==> config.mk <==
export PLATFORM = sky130hd
export DESIGN_NAME = npc_unit
export DESIGN_NICKNAME = d
export VERILOG_FILES = /design/src/rtl/cpu_pkg.sv /design/src/rtl/npc_ras_stack.sv /design/src/rtl/npc_unit.sv
export SDC_FILE = /design/constraint.sdc
export NUM_CORES = 1
export LEC_CHECK = 0
export ABC_AREA = 1
export CORE_AREA = 2 2 174 176
export CTS_BUF_LIST = sky130_fd_sc_hd__clkbuf_4 sky130_fd_sc_hd__clkbuf_8 sky130_fd_sc_hd__clkbuf_16
export DETAILED_ROUTE_END_ITERATION = 10
export DIE_AREA = 0 0 176 178
export PLACE_DENSITY_LB_ADDON = 0.25
export REMOVE_ABC_BUFFERS = 1
export SYNTH_ARGS = -nofsm -noshare
export SYNTH_HDL_FRONTEND = slang
export SYNTH_HIERARCHICAL = 1
export SYNTH_SLANG_ARGS = --single-unit
==> constraint.sdc <==
create_clock -name clk -period 10 [get_ports clk]
set_input_delay 2 -clock clk [delete_from_list [all_inputs] [get_ports clk]]
set_output_delay 2 -clock clk [all_outputs]
set_load 0.01 [all_outputs]
==> src/rtl/cpu_pkg.sv <==
// Shared CPU definitions: reset/exception addresses, next-PC source encoding,
// and a small word-alignment helper used by the fetch unit.
package cpu_pkg;

  localparam logic [31:0] RESET_PC_DEF   = 32'h0000_3000;
  localparam logic [31:0] EXC_VECTOR_DEF = 32'h0000_4180;

  // Next-PC source, listed from highest to lowest priority
  typedef enum logic [2:0] {
    SRC_EXC  = 3'd0,
    SRC_ERET = 3'd1,
    SRC_BR   = 3'd2,
    SRC_JMP  = 3'd3,
    SRC_JR   = 3'd4,
    SRC_SEQ  = 3'd5
  } npc_src_t;

  // Clear the byte-offset bits so a fetch address is always word aligned
  function automatic logic [31:0] word_align(input logic [31:0] addr);
    return {addr[31:2], 2'b00};
  endfunction

  // True when an address is not a multiple of four
  function automatic logic is_misaligned(input logic [31:0] addr);
    return (addr[1:0] != 2'b00);
  endfunction

endpackage

==> src/rtl/npc_ras_stack.sv <==
// Circular return-address stack. A push when full overwrites the oldest
// entry; a pop when empty changes nothing. ovf/unf are same-cycle flags.
module npc_ras_stack #(
  parameter int DEPTH = 8
) (
  input  logic                     clk,
  input  logic                     reset,
  input  logic                     push,
  input  logic                     pop,
  input  logic [31:0]              push_data,
  output logic [31:0]              top,
  output logic [$clog2(DEPTH):0]   count,
  output logic                     ovf,
  output logic                     unf
);

  localparam int PW = $clog2(DEPTH);
  localparam int CW = PW + 1;
  localparam logic [PW-1:0] PTR_ONE  = PW'(1);
  localparam logic [CW-1:0] CNT_ONE  = CW'(1);
  localparam logic [CW-1:0] CNT_FULL = CW'(DEPTH);

  logic [31:0]   mem_r [DEPTH];
  logic [PW-1:0] sp_r;
  logic [PW-1:0] top_idx_s;
  logic [CW-1:0] count_r;
  logic          full_s;
  logic          empty_s;

  assign full_s    = (count_r == CNT_FULL);
  assign empty_s   = (count_r == {CW{1'b0}});
  assign top_idx_s = sp_r - PTR_ONE;
  assign top       = mem_r[top_idx_s];
  assign count     = count_r;
  assign ovf       = push & full_s;
  assign unf       = pop & ~push & empty_s;

  // Stack pointer and occupancy; push wins over a simultaneous pop
  always_ff @(posedge clk) begin
    if (reset) begin
      sp_r    <= {PW{1'b0}};
      count_r <= {CW{1'b0}};
    end else if (push) begin
      sp_r    <= sp_r + PTR_ONE;
      count_r <= full_s ? count_r : (count_r + CNT_ONE);
    end else if (pop && !empty_s) begin
      sp_r    <= sp_r - PTR_ONE;
      count_r <= count_r - CNT_ONE;
    end else begin
      sp_r    <= sp_r;
      count_r <= count_r;
    end
  end

  // Entry storage; contents are never cleared, occupancy tracks validity
  always_ff @(posedge clk) begin
    if (push) begin
      mem_r[sp_r] <= push_data;
    end
  end

endmodule

==> src/rtl/npc_unit.sv <==
// Next-PC unit: selects the next fetch address by fixed priority, keeps a
// predictive return-address stack, and raises one-cycle event pulses.
module npc_unit
  import cpu_pkg::*;
#(
  parameter logic [31:0] RESET_PC   = RESET_PC_DEF,
  parameter logic [31:0] EXC_VECTOR = EXC_VECTOR_DEF,
  parameter int          RAS_DEPTH  = 8
) (
  input  logic                         clk,
  input  logic                         reset,
  input  logic                         stall,
  input  logic                         br,
  input  logic                         zero,
  input  logic [15:0]                  br_off,
  input  logic                         j,
  input  logic                         jal,
  input  logic [25:0]                  j_index,
  input  logic                         jr,
  input  logic                         ret,
  input  logic [31:0]                  jr_target,
  input  logic                         exc,
  input  logic                         eret,
  input  logic [31:0]                  epc,
  output logic [31:0]                  pc,
  output logic [31:0]                  pc_4,
  output logic [$clog2(RAS_DEPTH):0]   ras_count,
  output logic                         ras_mispredict,
  output logic                         ras_ovf,
  output logic                         ras_unf,
  output logic                         addr_err
);

  npc_src_t    src_s;
  logic [31:0] next_pc_s;
  logic [31:0] br_target_s;
  logic        misalign_s;
  logic        advance_s;
  logic        push_s;
  logic        pop_s;
  logic        mispredict_s;
  logic [31:0] ras_top_s;
  logic        ras_ovf_s;
  logic        ras_unf_s;

  assign pc_4        = pc + 32'd4;
  assign br_target_s = pc_4 + {{14{br_off[15]}}, br_off, 2'b00};

  // An exception is taken even while the pipeline is stalled
  assign advance_s = exc | ~stall;

  // Priority select of the next-PC source
  always_comb begin
    src_s = SRC_SEQ;
    if (exc) begin
      src_s = SRC_EXC;
    end else if (eret) begin
      src_s = SRC_ERET;
    end else if (br && zero) begin
      src_s = SRC_BR;
    end else if (j || jal) begin
      src_s = SRC_JMP;
    end else if (jr || ret) begin
      src_s = SRC_JR;
    end else begin
      src_s = SRC_SEQ;
    end
  end

  // Target mux; register targets are forced word aligned and flagged
  always_comb begin
    next_pc_s  = pc_4;
    misalign_s = 1'b0;
    case (src_s)
      SRC_EXC:  next_pc_s = EXC_VECTOR;
      SRC_ERET: begin
        next_pc_s  = word_align(epc);
        misalign_s = is_misaligned(epc);
      end
      SRC_BR:   next_pc_s = br_target_s;
      SRC_JMP:  next_pc_s = {pc[31:28], j_index, 2'b00};
      SRC_JR:   begin
        next_pc_s  = word_align(jr_target);
        misalign_s = is_misaligned(jr_target);
      end
      SRC_SEQ:  next_pc_s = pc_4;
      default:  next_pc_s = pc_4;
    endcase
  end

  // jal only links when it actually steers the PC; ret is ignored alongside jal
  assign push_s = advance_s & (src_s == SRC_JMP) & jal;
  assign pop_s  = advance_s & (src_s == SRC_JR) & ret & ~jal;

  // The stack only predicts: a miss is reported, the PC still follows jr_target
  assign mispredict_s = pop_s & (ras_unf_s | (ras_top_s != jr_target));

  npc_ras_stack #(
    .DEPTH (RAS_DEPTH)
  ) u_ras (
    .clk       (clk),
    .reset     (reset),
    .push      (push_s),
    .pop       (pop_s),
    .push_data (pc_4),
    .top       (ras_top_s),
    .count     (ras_count),
    .ovf       (ras_ovf_s),
    .unf       (ras_unf_s)
  );

  // PC register and one-cycle event pulses
  always_ff @(posedge clk) begin
    if (reset) begin
      pc             <= RESET_PC;
      ras_mispredict <= 1'b0;
      ras_ovf        <= 1'b0;
      ras_unf        <= 1'b0;
      addr_err       <= 1'b0;
    end else begin
      pc             <= advance_s ? next_pc_s : pc;
      ras_mispredict <= mispredict_s;
      ras_ovf        <= ras_ovf_s;
      ras_unf        <= ras_unf_s & pop_s;
      addr_err       <= advance_s & misalign_s;
    end
  end

endmodule

==> impl_metrics.json <==
{
  "outcome": "finished clean",
  "routed.top_layer": "met5",
  "crit_slowest_cell": "xor2_1",
  "root_buffer": "clkbuf_16",
  "cp_common_cell": "nand2_1",
  "synthXorXnorAreaFrac_pct": 2.68,
  "fillers": 2342,
  "netlist_area_mm2": 0.0160,
  "synth_seq_area_share_pct": 53.2,
  "synth_mux_area_share_pct": 0,
  "synth_compound_area_share_pct": 11.2,
  "holdCritPathClass": "register to register",
  "track_usage_pct": 32.6,
  "arrival_ps": 3350,
  "cts_buffers": 30,
  "post_cts_buffers": 0,
  "layout-drive-gt1-share_pct": 6.49,
  "clock_path_buffers": 3,
  "max_stage_delay_ps": 700,
  "grt-ovfl-total": 0,
  "preCtsSetupSlack_ps": 4800,
  "hold_start": "pc[31]",
  "max_freq_mhz": 187,
  "leakage_uw": 0.00765,
  "setup_tns_ps": 0,
  "cp-start-kind": "register",
  "ys_ff_latch": 297,
  "synth-main-ff-cell": "edfxtp_1",
  "cts-htree-levels": 1,
  "via_per_inst": 5.82,
  "io_buffers": 184,
  "vias": 14200,
  "critPathMaxFanout": 10,
  "final.min_clock_period_ps": 5350,
  "hpwl_um": 35400,
  "nets": 2184,
  "drv_slew": 0,
  "syn_to_final_growth_pct": 20.3,
  "r2r_start": "u_ras/sp_r[0]",
  "avgSynthCellArea_um2": 8.69,
  "hold_slack_ps": 528,
  "post_drt_wl_per_cell_um": 21.0,
  "drt_iter0_drc": 1830,
  "layoutNonFillerInstCount": 2440,
  "hold_viol": 0,
  "maxSlewHeadroom_pct": 12.4,
  "tightestPinTransition_ps": 1310,
  "synthTopCellsByArea": "edfxtp_1 48%, nand2_1 11%, nor2_1 6.9%, o21ai_0 5.3%, dfxtp_1 5.1%",
  "setup_violations": 0,
  "io_pins": 189,
  "synthAdderAreaFrac_pct": 3.30,
  "critical_path_class": "register to primary output",
  "first_pass_iters": 6,
  "initial_utilization_pct": 54.4,
  "worst_slack_ps": 4650,
  "grt_pass1_wl_um": 77100,
  "drt_drc_violations_left": 0,
  "worstPathRequired_ps": 8000,
  "synth_top_cell_by_area": "edfxtp_1",
  "design.die.area_mm2": 0.0313,
  "cts.sinks": 297,
  "synth-simple-area-share_pct": 23.7,
  "drv_cap": 0,
  "cts_tree": "yes",
  "met1_length_um": 19700,
  "clk_latency_ps": 570,
  "cp-end-kind": "primary output",
  "finalPower_uw": 2990,
  "wl_met2_um": 23600,
  "die_w_um": 176,
  "clk_pin_slew_worst_paths_ps": 60,
  "insertedDiodeCount": 0,
  "yosysWarnings": 6,
  "core_area_mm2": 0.0294,
  "rsz0062_at_grt": "no",
  "gp_congestion": 0.979,
  "setup.worst_path.start": "pc[12]",
  "synth.most_common_cell": "nand2_1",
  "synth_top_area_share_pct": 48.0,
  "synth-edff-count": 256,
  "fp.dieH_um": 178,
  "grt_max_degree": 94,
  "path_cells": "nand2_1 -> nor2_2 -> nand2_1 -> nor2_4 -> xor2_1 -> buf_4 -> clkdlybuf4s50_1",
  "ys_types": 49,
  "ant_nets": 0,
  "synth_top_family_by_area": "simple AND/OR/NAND/NOR gates",
  "synthTopCellsByCount": "461 x nand2_1, 293 x nor2_1, 256 x edfxtp_1",
  "ir_drop_mv": 0.147,
  "cts_hold_buf": 0,
  "multi_input_area_mm2": 0.00669,
  "regArea_mm2": 0.00851,
  "wirelength_um": 51200,
  "finClkSkew_ps": 11.4,
  "grt_pass1_vias": 13300,
  "ys_async_sr_fraction_pct": 0,
  "fp-row-count": 63,
  "cts-resized-gates": 0,
  "synthCells": 1841,
  "dpl.cell_count": 2384,
  "antenna_found_initial": 1,
  "post-route-period-util_pct": 53.5,
  "wl_met3_um": 5850,
  "pwr_density_cell_mw_per_mm2": 155
}
[power by group]
| group | leakage (uW) | internal, uW | switching [uW] |
|---|---|---|---|
| clock | 0.000521 | 691 | 468 |
| combinational | 0.00446 | 169 | 274 |
| sequential | 0.00267 | 1360 | 21.8 |
| total | 0.00765 | 2220 | 763 |
[path summary, 6_finish.rpt]
check / endpoint / slack (ps) / cells past startpoint
worst min-delay path: pc[31] / 530 / 2
worst max register to register: ras_mispredict / 4730 / 13
worst max-delay path: pc_4[15] / 4650 / 7
worst min register to register: pc[31] / 530 / 2
[kinds of logic (layout without fill, tap and decap cells)]
family	after synthesis	count (layout)
and+or+nand+nor	906	906
AOI/OAI and AO/OA	332	332
DFF	297	297
buffers and inverters	215	405
xor gates and xnor gates	49	49
adders and majority gates	41	41
other	1	20
[routing by layer]
metal  up-vias  GRT usage, %
li1       6547             -
met5         -             0
met1      6607          44.8
met3       126          5.22
met4         2          12.4
met2       921          52.6
[cells in the final DEF (no fill, tap or decap), types with 30 or more instances in the layout]
master,count
nand2_1,461
nor2_1,285
edfxtp_1,256
clkdlybuf4s50_1,184
o21ai_0,170
inv_1,136
nand3_1,64
a21oi_1,64
o21ai_1,53
dfxtp_1,40
ha_1,38
xor2_1,31
clkbuf_16,30
[state kept, by name, summed over array words and instances, names as in the netlist]
signal,count
ras_ovf,1
ras_unf,1
u_ras/count,4
pc,30
addr_err,1
ras_mispredict,1
u_ras/mem_r,256
u_ras/sp_r,3
[worst max-delay path: cells and delay by family, from the launching register on]
| kind | cells | cell delay (ps) |
|---|---|---|
| flops | 1 | 530 |
| xor+xnor | 1 | 700 |
| simple gates | 4 | 710 |
| buf+inv | 2 | 850 |
[final cells by class]
class | instances | area share (%)
tap | 390 | 2.53
timing repair buffer | 202 | 10.3
clock buffer | 50 | 4.87
clock inverter | 6 | 0.507
multi-input combinational | 1348 | 34.7
inverter | 147 | 2.88
sequential | 297 | 44.2
[metrics by stage]
| stage | utilization (%) | cell area (um^2) |
|---|---|---|
| floorplan | - | 15700 |
| global placement | 62.0 | 18200 |
| detailed placement | 62.0 | 18200 |
| CTS | 65.5 | 19300 |
| global route | 65.5 | 19300 |
| finish | 65.5 | 19300 |
Note: power is estimated with default switching activity, not from simulation.
